$ cat config.mk
export PLATFORM = sky130hd
export DESIGN_NAME = bus_arbiter
export DESIGN_NICKNAME = d
export VERILOG_FILES = /design/src/rtl/bus_arbiter.sv
export SDC_FILE = /design/constraint.sdc
export NUM_CORES = 1
export LEC_CHECK = 0
export BUFFER_PORTS_ARGS = -buffer_cell sky130_fd_sc_hd__buf_2
export CORE_AREA = 2 2 102 104
export DETAILED_ROUTE_END_ITERATION = 6
export DIE_AREA = 0 0 104 106
export GPL_ROUTABILITY_DRIVEN = 0
export SETUP_SLACK_MARGIN = 0.05
export SYNTH_ARGS = -nofsm -noshare
export SYNTH_HDL_FRONTEND = slang
export SYNTH_SLANG_ARGS = --single-unit
$ cat constraint.sdc
create_clock -name clk_i -period 1.6 [get_ports clk_i]
set_input_delay 0.08 -clock clk_i [delete_from_list [all_inputs] [get_ports clk_i]]
set_output_delay 0.08 -clock clk_i [all_outputs]
set_load 0.1 [all_outputs]
$ cat src/rtl/bus_arbiter.sv
// Two-master round-robin arbiter with master-1 lock in front of a single
// fixed-latency slave port; an owner pipeline steers each response back.
module bus_arbiter #(
    parameter int ADDR_W  = 15,
    parameter int RSP_LAT = 1
) (
    input  logic              clk_i,
    input  logic              rst_i,

    input  logic              m0_req_i,
    input  logic              m0_we_i,
    input  logic [3:0]        m0_be_i,
    input  logic [ADDR_W-1:0] m0_addr_i,
    input  logic [31:0]       m0_wdata_i,
    output logic              m0_gnt_o,
    output logic              m0_rvalid_o,
    output logic [31:0]       m0_rdata_o,

    input  logic              m1_req_i,
    input  logic              m1_we_i,
    input  logic [3:0]        m1_be_i,
    input  logic [ADDR_W-1:0] m1_addr_i,
    input  logic [31:0]       m1_wdata_i,
    input  logic              m1_lock_i,
    output logic              m1_gnt_o,
    output logic              m1_rvalid_o,
    output logic [31:0]       m1_rdata_o,

    output logic              bus_req_o,
    output logic              bus_we_o,
    output logic [3:0]        bus_be_o,
    output logic [ADDR_W-1:0] bus_addr_o,
    output logic [31:0]       bus_wdata_o,
    input  logic              bus_gnt_i,
    input  logic              bus_rvalid_i,
    input  logic [31:0]       bus_rdata_i,

    output logic              err_o
);

    localparam logic [0:0] ST_UNLOCKED = 1'b0;
    localparam logic [0:0] ST_LOCKED   = 1'b1;

    logic [0:0]         r_state;
    logic               r_ptr;
    logic [RSP_LAT-1:0] r_own_vld;
    logic [RSP_LAT-1:0] r_own_id;
    logic               r_err;

    logic               w_lock_active;
    logic               w_req0;
    logic               w_req1;
    logic               w_win_vld;
    logic               w_win_id;
    logic               w_xfer;
    logic               w_tail_vld;
    logic               w_tail_id;

    // The lock only excludes master 0 while m1_lock_i is still high, so the
    // cycle it drops already arbitrates normally.
    always_comb begin
        // NOTE: every combinational output gets a default first so no path
        // through the block leaves it unassigned (which would infer a latch).
        w_lock_active = 1'b0;
        w_req0        = 1'b0;
        w_req1        = 1'b0;
        w_win_vld     = 1'b0;
        w_win_id      = 1'b0;
        w_xfer        = 1'b0;

        w_lock_active = (r_state == ST_LOCKED) && m1_lock_i;
        w_req0        = m0_req_i && !w_lock_active;
        w_req1        = m1_req_i;
        w_win_vld     = rst_i && (w_req0 || w_req1);
        w_win_id      = w_req1 && (!w_req0 || r_ptr);
        w_xfer        = w_win_vld && bus_gnt_i;
    end

    always_comb begin
        bus_req_o   = 1'b0;
        bus_we_o    = 1'b0;
        bus_be_o    = '0;
        bus_addr_o  = '0;
        bus_wdata_o = '0;
        m0_gnt_o    = 1'b0;
        m1_gnt_o    = 1'b0;

        if (w_win_vld) begin
            bus_req_o = 1'b1;
            if (w_win_id) begin
                bus_we_o    = m1_we_i;
                bus_be_o    = m1_be_i;
                bus_addr_o  = m1_addr_i;
                bus_wdata_o = m1_wdata_i;
                m1_gnt_o    = bus_gnt_i;
            end else begin
                bus_we_o    = m0_we_i;
                bus_be_o    = m0_be_i;
                bus_addr_o  = m0_addr_i;
                bus_wdata_o = m0_wdata_i;
                m0_gnt_o    = bus_gnt_i;
            end
        end
    end

    // NOTE: sequential state uses non-blocking assignments so every register
    // samples the pre-edge values regardless of statement order.
    always_ff @(posedge clk_i or negedge rst_i) begin
        if (!rst_i) begin
            r_ptr   <= 1'b0;
            r_state <= ST_UNLOCKED;
        end else if (w_xfer) begin
            r_ptr <= ~w_win_id;
            if (r_state == ST_UNLOCKED) begin
                if (w_win_id && m1_lock_i) begin
                    r_state <= ST_LOCKED;
                end
            end else if (!m1_lock_i) begin
                r_state <= ST_UNLOCKED;
            end
        end else if (bus_gnt_i && (r_state == ST_LOCKED) && !m1_lock_i) begin
            r_state <= ST_UNLOCKED;
        end
    end

    // Owner pipeline: stage 0 records who was accepted, the tail names the
    // owner of the response arriving this cycle.
    always_ff @(posedge clk_i or negedge rst_i) begin
        if (!rst_i) begin
            r_own_vld <= '0;
            r_own_id  <= '0;
        end else begin
            for (int i = RSP_LAT - 1; i > 0; i--) begin
                r_own_vld[i] <= r_own_vld[i-1];
                r_own_id[i]  <= r_own_id[i-1];
            end
            r_own_vld[0] <= w_xfer;
            r_own_id[0]  <= w_win_id;
        end
    end

    assign w_tail_vld = r_own_vld[RSP_LAT-1];
    assign w_tail_id  = r_own_id[RSP_LAT-1];

    always_comb begin
        m0_rvalid_o = 1'b0;
        m1_rvalid_o = 1'b0;
        m0_rdata_o  = '0;
        m1_rdata_o  = '0;
        if (bus_rvalid_i && w_tail_vld) begin
            if (w_tail_id) begin
                m1_rvalid_o = 1'b1;
                m1_rdata_o  = bus_rdata_i;
            end else begin
                m0_rvalid_o = 1'b1;
                m0_rdata_o  = bus_rdata_i;
            end
        end
    end

    // Any disagreement between the expected owner and the slave's rvalid is
    // a protocol error that stays visible until reset.
    always_ff @(posedge clk_i or negedge rst_i) begin
        if (!rst_i) begin
            r_err <= 1'b0;
        end else if (bus_rvalid_i != w_tail_vld) begin
            r_err <= 1'b1;
        end
    end

    assign err_o = r_err;

endmodule

Word level (Yosys, flattened, before mapping)
Index checks and enable logic that the tools add are counted.
{ "totals": {"register_bits": 5} }
{ "op_classes": {"n_reduce_logical": 15, "n_bitwise": 1, "eq_ne": 1, "mux": 26} }
{ "ops": {"columns": ["operator", "count"], "rows": [
  ["$mux W32", 6],
  ["$mux W15", 2],
  ["$mux W1", 16],
  ["$logic_and A1 B1 Y1", 9],
  ["$mux W4", 2],
  ["$logic_not A1 Y1", 3],
  ["$logic_or A1 B1 Y1", 2],
  ["$reduce_bool A2 Y1", 1],
  ["$ne A1 B1 Y1", 1],
  ["$not A1 Y1", 1]
]} }

Logic depth before layout (Yosys ltp)
Gate-level depths: netlist of run 1.
{ "depth": {"depth_word": 10, "mapped_depth": 5, "ltp_nobuf": 3} }

Worst setup path after synthesis of run 1
No wires, ideal clock.
{ "synth_path": {"path_type": "reg2out", "startpoint": "register r_state", "endpoint": "output m1_gnt_o", "path_stages_with_launch": 4, "slack_ps": -1225, "arrival_ps": 2745, "path_cell_list": "dfrtp_1 > a21bo_2 > nor2_1 > nor3b_1"} }
{ "synth_between": {"elab_chain_len": 8, "elab_cells_between_ends": 10, "cone_classes": "mux: 2; reduce/logical: 8"} }
{ "synth_lines": {"columns": ["item", "line_no", "text"], "rows": [
  ["start: declaration", "44", "logic [0:0] r_state;"],
  ["start signal: assignment", "111", "r_state <= ST_UNLOCKED;"],
  ["start signal: assignment", "116", "r_state <= ST_LOCKED;"],
  ["start signal: assignment", "119", "r_state <= ST_UNLOCKED;"],
  ["$logic_and A1 B1 Y1 (*)", "71", "w_lock_active = (r_state == ST_LOCKED) && m1_lock_i;"],
  ["$logic_not A1 Y1 (*)", "72", "w_req0 = m0_req_i && !w_lock_active;"],
  ["$logic_and A1 B1 Y1 (*)", "72", null],
  ["$logic_not A1 Y1", "75", "w_win_id = w_req1 && (!w_req0 || r_ptr);"],
  ["$logic_or A1 B1 Y1", "75", null],
  ["$logic_and A1 B1 Y1", "75", null],
  ["$mux W1", "90", "if (w_win_id) begin"],
  ["$mux W1 (*)", "88", "if (w_win_vld) begin"],
  ["end: declaration", "25", "output logic m1_gnt_o,"]
]} }
Mark *: on every way between the ends. The rest lies on a longest branch, timed or not.

Final worst setup path of run 1
{ "layout_path": {"startpoint": "register r_state", "endpoint": "output bus_addr_o[13]"} }
{ "layout_between": {"elab_chain_len": 8, "elab_cells_between_ends": 10, "cone_classes": "mux: 2; reduce/logical: 8"} }
{ "layout_lines": {"columns": ["item", "line_no", "text"], "rows": [
  ["$logic_and A1 B1 Y1 (*)", "71", null],
  ["$logic_not A1 Y1 (*)", "72", null],
  ["$logic_and A1 B1 Y1 (*)", "72", null],
  ["$logic_not A1 Y1", "75", null],
  ["$logic_or A1 B1 Y1", "75", null],
  ["$logic_and A1 B1 Y1", "75", null],
  ["$mux W15", "90", null],
  ["$mux W15 (*)", "88", null],
  ["end: declaration", "32", "output logic [ADDR_W-1:0] bus_addr_o,"]
]} }
Marks and branches as above.

==> qor.csv, run 1 <==
stage,metric,value,unit
power,Pint,1.28,mW
synthesis,Post-Synthesis Cells,165,
layout,"most common cell after layout, fill and taps aside",buf_2,
run_status,run status,"finished, violations left",
layout,share of cells above drive strength 1,94.9,%
floorplanning,number of core rows,37,
sta,Worst slew margin,65.1,%
global_route,M2 GR Usage,31.5,%
setup_path,CP arrival,1800,ps
clock_network,H-Tree Depth,1,
synthesis,register area share after synthesis,9.93,%
setup_path,Worst R2R Path Depth,3,
sta,final worst path period share,118,%
sta,pins over their slew limit,0,
floorplanning,core area,0.0100,mm^2
placed_design,placed inst area,0.00472,mm^2
setup_path,"Cell Chain, Critical Path",a21bo_2 > o211a_4 > clkbuf_16 > a22o_2 > buf_12,
setup_path,"CP delay by family, top",compound AO/OA/AOI/OAI gates,
global_route,first-pass GRT wire length,14100,um
synthesis,Syn Nets,309,
sta,final setup margin,-283,ps
sta,Max Clk Rate,531,MHz
setup_path,Critical path destination,bus_addr_o[13],
floorplanning,Die W,104,um
clock_network,Num Clock Sinks,5,
power,PwrDens,547,mW/mm^2
setup_path,Setup crit start,r_state,
power,NetSw,1.61,mW
placed_design,Post-Place Worst Slack,-14.8,ps
setup_path,Worst Path Max Fanout,13,
global_route,largest net degree at the start of global routing,41,
clock_network,Clock transition at path regs,40,ps
sta,Final min period,1880,ps
floorplanning,Die Ht,106,um
sta,final setup fails,52,
layout,most frequent cells in the layout,"143 x buf_2, 125 x buf_12, 31 x and3_4",
power,Max VDD drop,0.354,mV
power,power share of the clock group,8.3,%
sta,hold slack,59.5,ps
hold_path,Hold WC Path Type,in2reg,
layout,final core occ,52.9,%
power,Leak,2.46,nW
synthesis,Yosys Warn Count,0,
synthesis,mean post-synth cell area,7.64,um^2
route,via count,2503,
setup_path,Reg2Reg Setup Slack,550,ps
setup_path,Critical R2R Launch,r_ptr,
clock_network,CTS Buf Count,3,
global_route,M3 GR Usage,5.09,%
global_route,met1 Usage GRT,15.4,%
setup_path,"slowest stage delay, CP",400,ps
setup_path,Crit. End Element,primary output,
setup_path,CP startpoint kind,flip-flop,
power,sw frac,55.8,%
sta,Fin. Hold Viols,0,
global_route,grt total ovfl,0,
synthesis,Synth top area share,36.1,%
global_route,vias in the first global route,2707,
setup_path,reg2reg end,r_state,
clock_network,root buf cell,clkbuf_8,
sta,setup TNS,-13580,ps
layout,Nets,574,
job,max_cap viols,0,
setup_path,worst path buffer plus inverter count,2,
sta,clk_skew,3.74,ps
synthesis,mapped cell area,0.00126,mm^2
layout,post-route cell area,0.00529,mm^2
synthesis,Synth area leader,a22o_1,
sta,Worst Tran Pin Value,528,ps
layout,Area Overhead vs Synth,320,%
floorplanning,Initial Util,12.6,%
power,total power,2.89,mW
placed_design,DP HPWL,7730,um
setup_path,Worst path depth,5,
route,final wirelength,10000,um
floorplanning,die area,0.0110,mm^2
run_status,failing checks,negative setup slack,
layout,final cell count without fillers,567,
route,WL per Instance,17.6,um
synthesis,Synth area leaders,"a22o_1 36%, and2_1 17%, and3_1 16%",
synthesis,Yosys reg bits,5,
synthesis,Netlist cell types,21,
placed_design,Port Buffers,264,
setup_path,slowest CP cell,dfrtp_1,
setup_path,required time worst endpoint,1520,ps
clock_network,clk_lat worst skew,230,ps
setup_path,CP Class,reg2out,
route,"antenna viol nets, final",0,
global_route,All-Layer GR Usage,15.9,%
placed_design,Cells after DPL,550,
route,DRC Markers,0,
clock_network,CTS tree,built,
power,Gate power share,86.2,%
power,Reg power frac,5.5,%
sta,RSZ-0062 raised after global routing,yes,
clock_network,clock tree buffer depth,2,
route,post-DR vias/cell,4.41,
global_route,antenna violations before repair,3,
route,DRT Pass-1 Iters,4,
route,Initial DRC Count,65,
floorplanning,num ports,265,
global_route,GRT busiest layer,met2,
[cells by family (layout without fill, tap and decap cells)]
family / after synthesis / in the layout / synth area share, %
AO/OA/AOI/OAI: 58 / 58 / 40.1
adder cells (fa/ha/maj): 1 / 1 / 0.993
buffers and inverters: 22 / 286 / 10.7
flip-flops: 5 / 5 / 9.93
other: 0 / 2 / 0
AND/OR/NAND/NOR: 79 / 79 / 38.2
[worst register-to-register path, delay by kind of cell, from the launching register on]
family | cells | cell delay (ps)
DFF | 1 | 420
and+or+nand+nor | 1 | 240
AOI/OAI and AO/OA | 2 | 260
[sequential cells by signal, summed over array words and instances (netlist names)]
register   count
err_o          1
r_state        1
r_ptr          1
r_own_id       1
r_own_vld      1
[cell type report]
type                    count  area, um^2
fillers                   861        4710
clock buffers               4        45.0
repair buffers            281        3430
well taps                 136         170
flip-flops and latches      5         125
multi-input cells         138        1510
inverters                   1        3.75
diodes                      2        5.00
[power groups by stage]
stage | Combinational [mW] | Clock [mW] | Sequential (mW)
2_1_floorplan | 1.44 | 0 | 0.155
3_3_place_gp | 2.32 | 0 | 0.155
3_5_place_dp | 2.34 | 0 | 0.157
4_1_cts | 2.39 | 0.247 | 0.158
5_1_grt | 2.57 | 0.258 | 0.162
6_report | 2.49 | 0.240 | 0.160
[worst min path at each step]
stage	startpoint	end	cells after the start
2_1_floorplan	rst_i	err_o	0
3_3_place_gp	rst_i	r_state	1
3_5_place_dp	rst_i	r_state	1
4_1_cts	bus_gnt_i	r_state	2
5_1_grt	bus_gnt_i	r_state	2
6_report	bus_gnt_i	r_state	2
[cells in the mapped netlist]
| master | n |
|---|---|
| dfrtp_1 | 5 |
| and2_1 | 34 |
| nor3b_1 | 1 |
| buf_6 | 6 |
| and3_1 | 33 |
| nand2_1 | 2 |
| inv_1 | 1 |
| nor2b_1 | 3 |
| buf_2 | 6 |
| a21boi_1 | 1 |
| o211a_1 | 1 |
| a22o_1 | 52 |
| a21bo_2 | 1 |
| clkbuf_1 | 9 |
| nor2_1 | 4 |
| or2b_1 | 1 |
| a21oi_1 | 1 |
| a41oi_1 | 1 |
| or2_2 | 1 |
| ha_1 | 1 |
| o22a_1 | 1 |
[what timing repair did]
action,CTS,global route
cloned,3,3
resized for setup,12,70
setup buffers,1,4
hold buffers,1,0
pin swaps,8,4
hold endpoints to repair,5,0
endpoints found under the setup margin,75,118
[per-layer routing]
| metal | wire, um | part of all wire [%] |
|---|---|---|
| met2 | 5650 | 56 |
| met1 | 3300 | 33 |
| met3 | 893 | 8.9 |
| met4 | 159 | 1.6 |
| met5 | 0 | 0 |
Note: power is estimated with default switching activity, not from simulation.
==> run 2: changes to the inputs <==
--- a/config.mk
+++ b/config.mk
@@ -10,6 +10,7 @@
 export DETAILED_ROUTE_END_ITERATION = 6
 export DIE_AREA = 0 0 104 106
 export GPL_ROUTABILITY_DRIVEN = 0
+export GPL_TIMING_DRIVEN = 0
 export SETUP_SLACK_MARGIN = 0.05
 export SYNTH_ARGS = -nofsm -noshare
 export SYNTH_HDL_FRONTEND = slang
==> run 2 against run 1 <==
  * The flow still finishes with violations (negative setup slack)
  * Count of clock-buffer cells in the layout stayed put
  * Total power decreased by 1.9%
  * Sequential power up 2%
==> qor.csv, run 2 (synthesized netlist as in run 1, its figures left out) <==
stage,metric,value,unit,change
run_status,run status,"finished, violations left",,unchanged
run_status,failing checks,negative setup slack,,unchanged
hold_path,hold_sp,bus_gnt_i,,unchanged
setup_path,"slowest stage delay, CP",400,ps,about the same
clock_network,root buf cell,clkbuf_8,,unchanged
sta,Final min period,1880,ps,about the same
route,DRC Markers,0,,unchanged
global_route,grt total ovfl,0,,unchanged
clock_network,Clock transition at path regs,40,ps,about the same
power,PwrDens,547,mW/mm^2,about the same
floorplanning,core area,0.0100,mm^2,unchanged
route,"antenna viol nets, final",0,,unchanged
sta,final worst path period share,117,%,was 118%
sta,final setup margin,-276,ps,was -283 ps
setup_path,worst path buffer plus inverter count,3,,was 2
power,total power,2.84,mW,was 2.89 mW
floorplanning,num ports,265,,unchanged
clock_network,clk_lat worst skew,220,ps,was 230 ps
setup_path,reg2reg end,r_ptr,,was r_state
clock_network,clock tree buffer depth,2,,unchanged
setup_path,Reg2Reg Setup Slack,530,ps,was 550 ps
global_route,antenna violations before repair,3,,unchanged
clock_network,Num Clock Sinks,5,,unchanged
setup_path,"CP delay by family, top",compound AO/OA/AOI/OAI gates,,unchanged
layout,"most common cell after layout, fill and taps aside",buf_2,,unchanged
clock_network,CTS tree,built,,unchanged
sta,clk_skew,0.331,ps,was 3.74 ps
floorplanning,die area,0.0110,mm^2,unchanged
route,Initial DRC Count,147,,was 65
sta,final setup fails,76,,was 52
setup_path,CP startpoint kind,flip-flop,,unchanged
clock_network,CTS Buf Count,3,,unchanged
sta,pins over their slew limit,0,,unchanged
route,WL per Instance,17.8,um,was 17.6 um
route,via count,2562,,was 2503
setup_path,slowest CP cell,dfrtp_1,,unchanged
hold_path,Hold EP,r_state,,unchanged
sta,Max Clk Rate,533,MHz,was 531 MHz
layout,share of cells above drive strength 1,95.3,%,was 94.9%
route,final wirelength,10400,um,was 10000 um
setup_path,Crit. End Element,primary output,,unchanged
placed_design,DP HPWL,6850,um,was 7730 um
sta,setup TNS,-13980,ps,was -13580 ps
power,Leak,2.52,nW,was 2.46 nW
floorplanning,Die Ht,106,um,unchanged
clock_network,H-Tree Depth,1,,unchanged
layout,most frequent cells in the layout,"145 x buf_2, 94 x buf_12, 33 x and2_4",,"was 143 x buf_2, 125 x buf_12, 31 x and3_4"
setup_path,CP arrival,1800,ps,about the same
setup_path,Worst Path Max Fanout,10,,was 13
sta,RSZ-0062 raised after global routing,yes,,unchanged
layout,layout filler cell count,822,,was 861
setup_path,Worst R2R Path Depth,4,,was 3
global_route,first-pass GRT wire length,14000,um,was 14100 um
layout,Area Overhead vs Synth,312,%,was 320%
setup_path,"Cell Chain, Critical Path",a21bo_2 > o211a_1 > buf_6 > buf_6 > a22o_2 > buf_6,,was a21bo_2 > o211a_4 > clkbuf_16 > a22o_2 > buf_12
route,post-DR vias/cell,4.37,,was 4.41
placed_design,Port Buffers,264,,unchanged
setup_path,CP Class,reg2out,,unchanged
hold_path,Cells on Worst Hold Path,2,,unchanged
global_route,All-Layer GR Usage,15.7,%,was 15.9%
job,max_cap viols,0,,unchanged
global_route,largest net degree at the start of global routing,11,,was 41
route,DRT Pass-1 Iters,4,,unchanged
sta,Worst slew margin,66.2,%,was 65.1%
floorplanning,Die W,104,um,unchanged
hold_path,Hold WC Path Type,in2reg,,unchanged
layout,Nets,592,,was 574
power,Max VDD drop,0.365,mV,was 0.354 mV
sta,Fin. Hold Viols,0,,unchanged
floorplanning,Initial Util,12.6,%,unchanged
setup_path,"most used cell, CP",buf_6,,
setup_path,required time worst endpoint,1520,ps,about the same
floorplanning,number of core rows,37,,unchanged
setup_path,Critical R2R Launch,r_state,,was r_ptr
global_route,vias in the first global route,2686,,was 2707
sta,Worst Tran Pin Value,510,ps,was 528 ps
-- run 2: changes by cell type in the layout (fill, tap and decap cells not counted), moves of 5 or more --
| cell | before | now |
|---|---|---|
| buf_8 | 0 | 19 |
| and2_2 | 6 | 1 |
| buf_12 | 125 | 94 |
| buf_6 | 4 | 18 |
| buf_4 | 3 | 19 |
| a22o_2 | 28 | 20 |
| and2_4 | 27 | 33 |
| a22o_4 | 24 | 32 |
-- run 2: power breakdown --
group	internal [mW]	switching, mW	leakage [nW]	total, mW
Combinational	0.910	1.53	2.44	2.44
Clock	0.171	0.0601	0.0228	0.231
Sequential	0.142	0.0220	0.0571	0.164
Total	1.22	1.62	2.52	2.84
-- run 2: worst max path at each step --
stage | start | end | cells after the start
final | r_state | bus_wdata_o[31] | 6
after global routing | r_state | bus_wdata_o[24] | 6
after CTS | r_state | bus_wdata_o[25] | 6
after detailed placement | r_own_vld | m0_rdata_o[2] | 5
after global placement | r_state | bus_addr_o[9] | 6
after floorplan | r_state | m1_gnt_o | 3
-- run 2: metrics by stage --
stage	instance area (um^2)	setup slack, ps	util [%]	hold WS (ps)	std cells
after floorplan	1470	-247	-	-216	165
after global placement	2960	-286	29.6	-71.3	565
after detailed placement	2960	-338	29.6	-60.8	565
after CTS	4320	-266	43.2	64.1	577
after global routing	5190	-328	51.9	80.3	586
final	5190	-276	51.9	69.9	586
-- run 2: cell type report --
type | instances | area [um^2] | area share, %
flip-flops and latches | 5 | 126 | 2.44
inverters | 1 | 3.75 | 0.0724
multi-input cells | 138 | 1570 | 30.3
well taps | 136 | 170 | 3.28
plain buffers | 20 | 184 | 3.55
repair buffers | 279 | 3080 | 59.4
diodes | 3 | 7.51 | 0.145
clock buffers | 4 | 45.0 | 0.869
-- run 2: worst register-to-register path, delay by kind of cell, from the launching register on --
kind | cells | cell delay [ps]
AOI/OAI and AO/OA | 2 | 350
buffers and inverters | 1 | 140
DFF | 1 | 400
and+or+nand+nor | 1 | 120
-- run 2: layer usage --
layer,part of all wire [%],track usage [%]
met2,54,31.3
met1,35,15.4
met3,8.9,4.54
met5,0,0
met4,2.4,5.31
-- run 2: repair_timing --
item	CTS	global route
hold endpoints to repair	5	0
pin swaps	20	10
setup buffers	6	5
gates resized for setup	365	200
cloned	2	1
hold buffers	1	0
endpoints found under the setup margin	118	114
==> run 3: changes to the inputs <==
--- a/config.mk
+++ b/config.mk
@@ -11,6 +11,7 @@
 export DIE_AREA = 0 0 104 106
 export GPL_ROUTABILITY_DRIVEN = 0
 export GPL_TIMING_DRIVEN = 0
+export PLACE_DENSITY = 0.57
 export SETUP_SLACK_MARGIN = 0.05
 export SYNTH_ARGS = -nofsm -noshare
 export SYNTH_HDL_FRONTEND = slang
==> run 3 against run 2 <==
  * The run still ends with negative setup slack left
  * Setup slack lost 3.8 ps
  * Final cell count shrank 1.5%
  * Combinational power is essentially flat
  * Flip-flop and latch count is the same
  * Register-to-register slack is essentially flat
  * Critical path depth is the same
  * Global-route usage is essentially flat
  * Cell area shrank 2.0%
  * Via count shrank 0.62%
  * Critical endpoint is now bus_addr_o[1]
  * Sequential power is essentially flat
  * Highest routed layer unchanged
  * Largest power group unchanged
  * Core utilization shrank 1.0 points
==> qor.csv, run 3 (synthesized netlist as in run 1, its figures left out) <==
stage,metric,value,unit,change
setup_path,Setup crit start,r_state,,unchanged
sta,Worst Tran Pin Value,505,ps,was 510 ps
setup_path,Worst path depth,6,,unchanged
clock_network,Clock transition at path regs,40,ps,about the same
hold_path,Hold EP,r_state,,unchanged
setup_path,Reg2Reg Setup Slack,520,ps,was 530 ps
power,total power,2.85,mW,was 2.84 mW
sta,Final min period,1880,ps,about the same
setup_path,"slowest stage delay, CP",390,ps,was 400 ps
setup_path,CP arrival,1800,ps,about the same
layout,Area Overhead vs Synth,303,%,was 312%
sta,Max Clk Rate,532,MHz,was 533 MHz
placed_design,placed inst area,0.00296,mm^2,unchanged
setup_path,reg2reg end,r_own_id,,was r_ptr
route,"antenna viol nets, final",0,,unchanged
layout,final core occ,50.8,%,was 51.9%
sta,clk_skew,1.89,ps,was 0.331 ps
hold_path,hold_sp,bus_gnt_i,,unchanged
layout,share of cells above drive strength 1,94.8,%,was 95.3%
clock_network,H-Tree Depth,1,,unchanged
job,max_cap viols,0,,unchanged
route,WL per Instance,17.8,um,about the same
power,Leak,2.52,nW,about the same
setup_path,CP Class,reg2out,,unchanged
global_route,antenna violations before repair,1,,was 3
sta,Fin. Hold Viols,0,,unchanged
setup_path,Worst Path Max Fanout,10,,unchanged
setup_path,CP startpoint kind,flip-flop,,unchanged
layout,layout filler cell count,878,,was 822
layout,"most common cell after layout, fill and taps aside",buf_2,,unchanged
sta,pins over their slew limit,0,,unchanged
setup_path,required time worst endpoint,1520,ps,about the same
clock_network,CTS Buf Count,3,,unchanged
floorplanning,Die Ht,106,um,unchanged
power,Reg power frac,5.8,%,about the same
floorplanning,number of core rows,37,,unchanged
placed_design,Post-Place Worst Slack,-385,ps,was -338 ps
power,Max VDD drop,0.405,mV,was 0.365 mV
clock_network,CTS tree,built,,unchanged
placed_design,DP HPWL,6770,um,was 6850 um
power,PwrDens,561,mW/mm^2,was 547 mW/mm^2
sta,RSZ-0062 raised after global routing,yes,,unchanged
setup_path,worst path buffer plus inverter count,3,,unchanged
sta,setup TNS,-13750,ps,was -13980 ps
setup_path,"Cell Chain, Critical Path",a21bo_2 > o211a_1 > buf_6 > buf_6 > a22o_2 > buf_8,,was a21bo_2 > o211a_1 > buf_6 > buf_6 > a22o_2 > buf_6
hold_path,Cells on Worst Hold Path,2,,unchanged
setup_path,Worst R2R Path Depth,4,,unchanged
floorplanning,die area,0.0110,mm^2,unchanged
hold_path,Hold WC Path Type,in2reg,,unchanged
power,sw frac,56.9,%,about the same
setup_path,"CP delay by family, top",compound AO/OA/AOI/OAI gates,,unchanged
floorplanning,Die W,104,um,unchanged
layout,most frequent cells in the layout,"145 x buf_2, 91 x buf_12, 34 x a22o_4, 34 x and2_4, 28 x buf_8",,"was 145 x buf_2, 94 x buf_12, 33 x and2_4"
clock_network,clk_lat worst skew,220,ps,about the same
global_route,largest net degree at the start of global routing,11,,unchanged
setup_path,slowest CP cell,dfrtp_1,,unchanged
floorplanning,core area,0.0100,mm^2,unchanged
power,Gate power share,85.9,%,was 86.1%
global_route,first-pass GRT wire length,14000,um,about the same
layout,Nets,585,,was 592
power,NetSw,1.62,mW,about the same
sta,final worst path period share,118,%,was 117%
route,DRT Pass-1 Iters,4,,unchanged
global_route,vias in the first global route,2709,,was 2686
route,final wirelength,10300,um,was 10400 um
route,DRC Markers,0,,unchanged
setup_path,Critical R2R Launch,r_state,,unchanged
sta,Worst slew margin,66.6,%,was 66.2%
clock_network,Num Clock Sinks,5,,unchanged
layout,post-route cell area,0.00508,mm^2,was 0.00519 mm^2
floorplanning,num ports,265,,unchanged
run_status,failing checks,negative setup slack,,unchanged
floorplanning,Initial Util,12.6,%,unchanged
layout,Reg area,126,um^2,unchanged
setup_path,Crit. End Element,primary output,,unchanged
route,via count,2546,,was 2562
global_route,All-Layer GR Usage,15.8,%,was 15.7%
route,post-DR vias/cell,4.41,,was 4.37
run_status,run status,"finished, violations left",,unchanged
sta,final setup margin,-280,ps,was -276 ps
route,Initial DRC Count,100,,was 147
power,power share of the clock group,8.4,%,was 8.1%
clock_network,clock tree buffer depth,2,,unchanged
setup_path,"most used cell, CP",buf_6,,unchanged
power,Pint,1.23,mW,was 1.22 mW
sta,final setup fails,72,,was 76
layout,footprint of the multi-input gates,0.00151,mm^2,was 0.00157 mm^2
global_route,grt total ovfl,0,,unchanged
clock_network,root buf cell,clkbuf_8,,unchanged
placed_design,Port Buffers,264,,unchanged
[run 3: cell types whose count changed in the layout (fill, tap and decap cells not counted), sizes merged]
cell,change
diode,-2
buf,-8
clkbuf,+1
[run 3: layout make-up]
class | instances | area share (%)
Timing Repair Buffer | 271 | 59.4
Multi-Input combinational cell | 138 | 29.8
Buffer | 21 | 4.01
Tap cell | 136 | 3.35
Sequential cell | 5 | 2.49
Clock buffer | 4 | 0.886
Inverter | 1 | 0.0738
Antenna cell | 1 | 0.0492
[run 3: layer usage]
layer	part of all wire [%]	GRT usage (%)	vias up
met5	0	0	-
met2	55	31.8	164
met3	8.4	5.15	12
met1	35	15.9	1192
li1	-	-	1178
met4	2.0	2.22	0
[run 3: how the worst max path moves through the flow]
stage	end
after floorplan	m1_gnt_o
after global placement	m0_rdata_o[18]
after detailed placement	m0_rdata_o[12]
after CTS	bus_wdata_o[1]
after global routing	bus_addr_o[1]
final	bus_addr_o[1]
[run 3: timing repair]
item,CTS,global route
gates cloned,2,0
pin swaps,18,8
hold buffers,1,0
setup buffers,2,2
setup endpoints to repair,118,117
gates resized for setup,399,146
hold endpoints to repair,5,0
[run 3: stage by stage]
step | cells | hold WS [ps]
after floorplan | 165 | -216
after global routing | 577 | 78.1
after CTS | 574 | 71.5
after global placement | 565 | -69.0
after detailed placement | 565 | -55.0
final | 577 | 71.1
[run 3: worst reg2reg max path: cells and delay by family (launching register included)]
kind            cells  cell delay, ps
buf+inv             1             150
simple gates        2             200
compound gates      1             220
flops               1             390
[run 3: power by group through the flow]
stage	logic, mW	clock network [mW]	registers, mW
after global placement	1.77	0	0.160
after CTS	2.30	0.248	0.163
after detailed placement	1.78	0	0.163
after floorplan	1.44	0	0.155
final	2.45	0.239	0.164
after global routing	2.52	0.258	0.166
